File: src/rtl/rn_pkg.sv
// Shared definitions for the RN router output-port allocator:
// default sizes, the allocator state encoding and the input index type.
package rn_pkg;

   localparam int NUM_IN_DEF       = 4;
   localparam int CREDIT_DEPTH_DEF = 4;
   localparam int LOG2_NUM_IN_DEF  = $clog2(NUM_IN_DEF);

   typedef logic [LOG2_NUM_IN_DEF-1:0] idx_t;

   typedef enum logic [0:0] {
      IDLE   = 1'b0,
      LOCKED = 1'b1
   } alloc_state_e;

endpackage

File: src/rtl/out_port_alloc_if.sv
// Request/grant bundle between the per-input request logic and one output allocator.
// A flit at input i transfers in the cycle req[i]=1 and gnt[i]=1; gnt is a same-cycle
// combinational answer to req, and req_tail qualifies the flit presented alongside req.
interface out_port_alloc_if #(
   parameter int NUM_IN      = 4,
   parameter int LOG2_NUM_IN = $clog2(NUM_IN)
);

   logic [NUM_IN-1:0]      req;
   logic [NUM_IN-1:0]      req_tail;
   logic [NUM_IN-1:0]      gnt;
   logic [LOG2_NUM_IN-1:0] gnt_idx;
   logic                   gnt_valid;

   modport master (
      output req, req_tail,
      input  gnt, gnt_idx, gnt_valid
   );

   modport slave (
      input  req, req_tail,
      output gnt, gnt_idx, gnt_valid
   );

endinterface

File: src/rtl/lsb_pick.sv
// Lowest-set-bit finder: one-hot of the lowest set bit, its binary index, and a found flag.
module lsb_pick #(
   parameter int W  = 4,
   parameter int IW = $clog2(W)
) (
   input  logic [W-1:0]  vec,
   output logic [W-1:0]  onehot,
   output logic [IW-1:0] idx,
   output logic          found
);

   assign onehot = vec & (~vec + W'(1));
   assign found  = |vec;

   // Scanning downward lets the lowest set bit win the last assignment.
   always_comb begin
      idx = '0;
      for (int i = W - 1; i >= 0; i--) begin
         if (vec[i]) idx = IW'(i);
      end
   end

endmodule

File: src/rtl/out_port_alloc.sv
// Per-output-port allocator: round-robin pick among requesting inputs, wormhole lock
// from head to tail, and grants gated by downstream buffer credits.
module out_port_alloc
   import rn_pkg::*;
#(
   parameter int NUM_IN       = NUM_IN_DEF,
   parameter int CREDIT_DEPTH = CREDIT_DEPTH_DEF,
   localparam int LOG2_NUM_IN = $clog2(NUM_IN),
   localparam int CNT_W       = $clog2(CREDIT_DEPTH + 1)
) (
   input  logic                   clk,
   input  logic                   rst_n,
   out_port_alloc_if.slave        bus,
   input  logic                   credit_ret,
   output logic [LOG2_NUM_IN-1:0] xbar_sel,
   output logic                   xbar_valid,
   output logic                   locked,
   output logic [CNT_W-1:0]       credit_cnt,
   output logic                   err_credit,
   output alloc_state_e           state,
   output logic [LOG2_NUM_IN-1:0] rr_ptr,
   output logic [LOG2_NUM_IN-1:0] lock_idx
);

   localparam logic [LOG2_NUM_IN-1:0] LAST_IDX = LOG2_NUM_IN'(NUM_IN - 1);
   localparam logic [CNT_W-1:0]       FULL_CNT = CNT_W'(CREDIT_DEPTH);

   logic [NUM_IN-1:0]      masked;
   logic [NUM_IN-1:0]      m_oh, r_oh;
   logic [LOG2_NUM_IN-1:0] m_idx, r_idx;
   logic                   m_found, r_found;
   logic [NUM_IN-1:0]      gnt_w;
   logic [LOG2_NUM_IN-1:0] gnt_idx_w;
   logic                   gnt_valid_w;
   logic                   has_credit;
   logic                   tail_xfer;
   logic [LOG2_NUM_IN-1:0] rr_next;

   assign has_credit = (credit_cnt != '0);
   assign masked     = bus.req & ({NUM_IN{1'b1}} << rr_ptr);

   lsb_pick #(.W(NUM_IN), .IW(LOG2_NUM_IN)) u_pick_masked (
      .vec    (masked),
      .onehot (m_oh),
      .idx    (m_idx),
      .found  (m_found)
   );

   lsb_pick #(.W(NUM_IN), .IW(LOG2_NUM_IN)) u_pick_raw (
      .vec    (bus.req),
      .onehot (r_oh),
      .idx    (r_idx),
      .found  (r_found)
   );

   // While locked only the owning input is considered; a bubble yields no grant.
   always_comb begin
      gnt_w     = '0;
      gnt_idx_w = '0;
      if (has_credit) begin
         if (state == IDLE) begin
            if (r_found) begin
               gnt_w     = m_found ? m_oh  : r_oh;
               gnt_idx_w = m_found ? m_idx : r_idx;
            end
         end else if (bus.req[lock_idx]) begin
            gnt_w[lock_idx] = 1'b1;
            gnt_idx_w       = lock_idx;
         end
      end
   end

   assign gnt_valid_w   = |gnt_w;
   assign tail_xfer     = gnt_valid_w & bus.req_tail[gnt_idx_w];
   assign rr_next       = (gnt_idx_w == LAST_IDX) ? '0 : gnt_idx_w + LOG2_NUM_IN'(1);
   assign bus.gnt       = gnt_w;
   assign bus.gnt_idx   = gnt_idx_w;
   assign bus.gnt_valid = gnt_valid_w;
   assign locked        = (state == LOCKED);

   always_ff @(posedge clk or negedge rst_n) begin
      if (!rst_n) begin
         state      <= IDLE;
         rr_ptr     <= '0;
         lock_idx   <= '0;
         credit_cnt <= FULL_CNT;
         err_credit <= 1'b0;
         xbar_sel   <= '0;
         xbar_valid <= 1'b0;
      end else begin
         xbar_sel   <= gnt_idx_w;
         xbar_valid <= gnt_valid_w;

         case (state)
            IDLE: begin
               if (gnt_valid_w) begin
                  if (tail_xfer) begin
                     rr_ptr <= rr_next;
                  end else begin
                     state    <= LOCKED;
                     lock_idx <= gnt_idx_w;
                  end
               end
            end
            LOCKED: begin
               if (tail_xfer) begin
                  state  <= IDLE;
                  rr_ptr <= rr_next;
               end
            end
            default: state <= IDLE;
         endcase

         // Grant and return in the same cycle cancel; a return at full credit saturates.
         case ({gnt_valid_w, credit_ret})
            2'b10: credit_cnt <= credit_cnt - CNT_W'(1);
            2'b01: begin
               if (credit_cnt == FULL_CNT) err_credit <= 1'b1;
               else                        credit_cnt <= credit_cnt + CNT_W'(1);
            end
            default: credit_cnt <= credit_cnt;
         endcase
      end
   end

endmodule

File: src/flat_wrapper.sv
// flat-port wrapper written by rule: the top's interface ports become plain ports
module out_port_alloc_flat import rn_pkg::*;
#(
   parameter int NUM_IN       = NUM_IN_DEF,
   parameter int CREDIT_DEPTH = CREDIT_DEPTH_DEF,
   localparam int LOG2_NUM_IN = $clog2(NUM_IN),
   localparam int CNT_W       = $clog2(CREDIT_DEPTH + 1)
)
  (clk, rst_n, credit_ret, xbar_sel, xbar_valid, locked, credit_cnt, err_credit, state, rr_ptr, lock_idx, bus_req, bus_req_tail, bus_gnt, bus_gnt_idx, bus_gnt_valid);
  out_port_alloc_if #(.NUM_IN(NUM_IN)) bus_i ();
  input  logic clk;
  input  logic rst_n;
  input  logic credit_ret;
  output logic [LOG2_NUM_IN-1:0] xbar_sel;
  output logic xbar_valid;
  output logic locked;
  output logic [CNT_W-1:0] credit_cnt;
  output logic err_credit;
  output alloc_state_e state;
  output logic [LOG2_NUM_IN-1:0] rr_ptr;
  output logic [LOG2_NUM_IN-1:0] lock_idx;
  input wire logic [$bits(bus_i.req)-1:0] bus_req;
  input wire logic [$bits(bus_i.req_tail)-1:0] bus_req_tail;
  output wire logic [$bits(bus_i.gnt)-1:0] bus_gnt;
  output wire logic [$bits(bus_i.gnt_idx)-1:0] bus_gnt_idx;
  output wire logic [$bits(bus_i.gnt_valid)-1:0] bus_gnt_valid;
  assign bus_i.req = bus_req;
  assign bus_i.req_tail = bus_req_tail;
  assign bus_gnt = bus_i.gnt;
  assign bus_gnt_idx = bus_i.gnt_idx;
  assign bus_gnt_valid = bus_i.gnt_valid;
  out_port_alloc #(.NUM_IN(NUM_IN), .CREDIT_DEPTH(CREDIT_DEPTH)) u_core (.clk(clk), .rst_n(rst_n), .bus(bus_i), .credit_ret(credit_ret), .xbar_sel(xbar_sel), .xbar_valid(xbar_valid), .locked(locked), .credit_cnt(credit_cnt), .err_credit(err_credit), .state(state), .rr_ptr(rr_ptr), .lock_idx(lock_idx));
endmodule
File: config.mk
export PLATFORM = sky130hd
export DESIGN_NAME = out_port_alloc_flat
export DESIGN_NICKNAME = d
export VERILOG_FILES = /design/src/rtl/rn_pkg.sv /design/src/rtl/out_port_alloc_if.sv /design/src/rtl/lsb_pick.sv /design/src/rtl/out_port_alloc.sv /design/src/flat_wrapper.sv
export SDC_FILE = /design/constraint.sdc
export NUM_CORES = 1
export LEC_CHECK = 0
export ABC_AREA = 1
export BUFFER_PORTS_ARGS = -buffer_cell sky130_fd_sc_hd__buf_2
export CORE_ASPECT_RATIO = 1.75
export CORE_MARGIN = 8
export CORE_UTILIZATION = 30
export DETAILED_ROUTE_END_ITERATION = 8
export GPL_ROUTABILITY_DRIVEN = 0
export PLACE_DENSITY = 0.59
export SLEW_MARGIN = 20
export SYNTH_ARGS = -nofsm -noshare
export SYNTH_HDL_FRONTEND = slang
export SYNTH_SLANG_ARGS = --single-unit
File: constraint.sdc
create_clock -name clk -period 4 [get_ports clk]
set_clock_uncertainty 0.1 [all_clocks]
set_input_delay 0.8 -clock clk [delete_from_list [all_inputs] [get_ports clk]]
set_output_delay 0.8 -clock clk [all_outputs]
set_load 0.01 [all_outputs]
==> results.toml <==
[status]
status = "finished, final reports clean"

[routing]
vias_per_cell = 4.84
detail_route.wl_per_cell_um = 13.4
drtIter0Drc = 18
vias = 881
drtPass1Iterations = 4
ant_nets = 0
drc = 0
routed_wl_mm = 2.45

[clock_network]
hold_buffers = 0
cts_tree = "done"
postCtsSetupRepairBufs = 0
clock_path_buffers = 2
insertion_delay_ns = 0.24
cts_resized = 0
clkTransAtPathRegs_ns = 0.05
cts_sinks = 12
root_buffer = "clkbuf_8"
h-tree-depth = 1
cts_buffers = 3

[final_layout]
final_util = 0.383
syn_to_final_growth_pct = 23.9
final_cell_area_um2 = 1100
nets = 167
drive_above_1_share = 0.364
final_cells = 182
antenna_cells = 0

[placement]
port_buffers = 30
hpwl_mm = 2.07
place_area_um2 = 1050
dp.cells = 178

[critical_path]
required_ns = 3.10
start_kind = "input pin"
worstSetupPathType = "in2out"
crit_start = "bus_req[1]"
path_max_fanout = 5
cp-end-kind = "output pin"
regToRegStartpoint = "u_core.credit_cnt[1]"
crit_arrival_ns = 1.91

[global_routing]
grt_max_degree = 13
grt_usage = 0.106
antenna_found_initial = 0
grt_pass1_wl_mm = 4.28
grt_pass1_vias = 982
overflow = 0

[die]
die-area_um2 = 5020
start_util = 0.309
die_w_um = 57.1
rows = 26
core_um2 = 2860
die_y_um = 87.9
ioPinCount = 31

[power_and_ir_drop]
power_density_nw_per_um2 = 977
p_leak_uw = 0.000613
ir_drop_mv = 0.432

[synth]
synth_cells = 122
synth_flop_cell = "dfrtp_1"
synth-edff-count = 0
ys_ff_latch = 12
syn_avg_cell_area_um2 = 7.26
synthTopCellsByArea = "dfrtp_1, nand2_1, nand3_1"
async_reset_ff_frac = 1.00
ys_seq_area_frac = 0.340
yosys_warnings = 0
yosysMostFrequentCell = "nand2_1"
netlist_top_cells_count = "nand2_1, inv_1, nand3_1, dfrtp_1"
synth_top_area_frac = 0.311
yosysTopAreaCell = "dfrtp_1"
synthesis.nets = 134
synth.distinct_cells = 28
syn_area_um2 = 886

[timing]
finalCriticalPeriod_ns = 2.81
hold_viol = 0
period_share = 0.702
whs_ns = 0.326
worstMarginPinSlew_ns = 0.448
drv_slew = 0
final.setup.tns_ns = 0
rsz0062_at_grt = "no"
max_freq_ghz = 0.356
setup-violations-final = 0
slew_headroom = 0.699

[flow_run]
drv_cap = 0

[min_path]
holdCritPathClass = "in2async"
==> per-layer routing <==
| metal | wire length (um) | GRT usage |
|---|---|---|
| met1 | 947 | 0.107 |
| met2 | 1300 | 0.189 |
| met3 | 112 | 0.0247 |
| met4 | 80 | 0.0622 |
| met5 | 0 | 0 |
==> placed cells by master (no fill, tap or decap), types with 3 or more instances in the layout <==
master,n
nand2_2,5
nand3_1,14
inv_1,18
nand3_2,4
nand2_1,35
clkbuf_8,3
nor2_1,4
nor2_2,3
inv_2,5
buf_2,30
dfrtp_1,11
==> final cells by class <==
type / instances / area, um^2
Timing Repair Buffer: 30 / 150
Multi-Input combinational cell: 85 / 479
Tap cell: 28 / 35.0
Clock buffer: 4 / 45.0
Fill cell: 311 / 1770
Inverter: 23 / 86.3
Sequential cell: 12 / 302
==> power breakdown <==
group | leakage [uW] | internal (uW) | switching, uW
registers | 0.000143 | 188 | 71.2
logic | 0.000447 | 256 | 444
clock network | 0.0000228 | 70.1 | 43.1
==> critical path, cell delays in order <==
cell and delay (ns):
buf_2 0.12, inv_1 0.08, nor2_2 0.06, a21oi_4 0.16, nand3_1 0.09, nand2_1 0.08
nand3_2 0.12, inv_1 0.18, nor2_1 0.06, buf_2 0.14
==> logic make-up after synthesis <==
group	after synthesis	synth area share
simple gates	70	0.403
fa+ha+maj	1	0.0226
buf+inv	25	0.119
flops	12	0.340
compound gates	14	0.116
==> registers in the layout, indices dropped and copies added (netlist names), named ones only <==
name / flops
u_core.xbar_valid: 1
u_core.credit_cnt: 3
u_core.xbar_sel: 2
u_core.rr_ptr: 2
u_core.lock_idx: 2
u_core.err_credit: 1
==> through the flow <==
stage | total power [uW] | setup WS (ns)
floorplan | 758 | 1.51
global placement | 961 | 1.20
detailed placement | 976 | 1.19
CTS | 1090 | 1.18
global route | 1190 | 1.06
finish | 1070 | 1.19
==> final timing paths <==
| kind | endpoint | slack (ns) | cells past startpoint |
|---|---|---|---|
| max | bus_gnt[1] | 1.19 | 10 |
| min | u_core.lock_idx[0] | 0.33 | 1 |
| max reg2reg | u_core.credit_cnt[2] | 1.62 | 14 |
| min reg2reg | u_core.err_credit | 0.38 | 1 |
| max in group asynchronous | u_core.credit_cnt[2] | 3.20 | 1 |
| min in group clk | u_core.err_credit | 0.38 | 1 |
No activity file was read; power rests on OpenSTA's default activity.
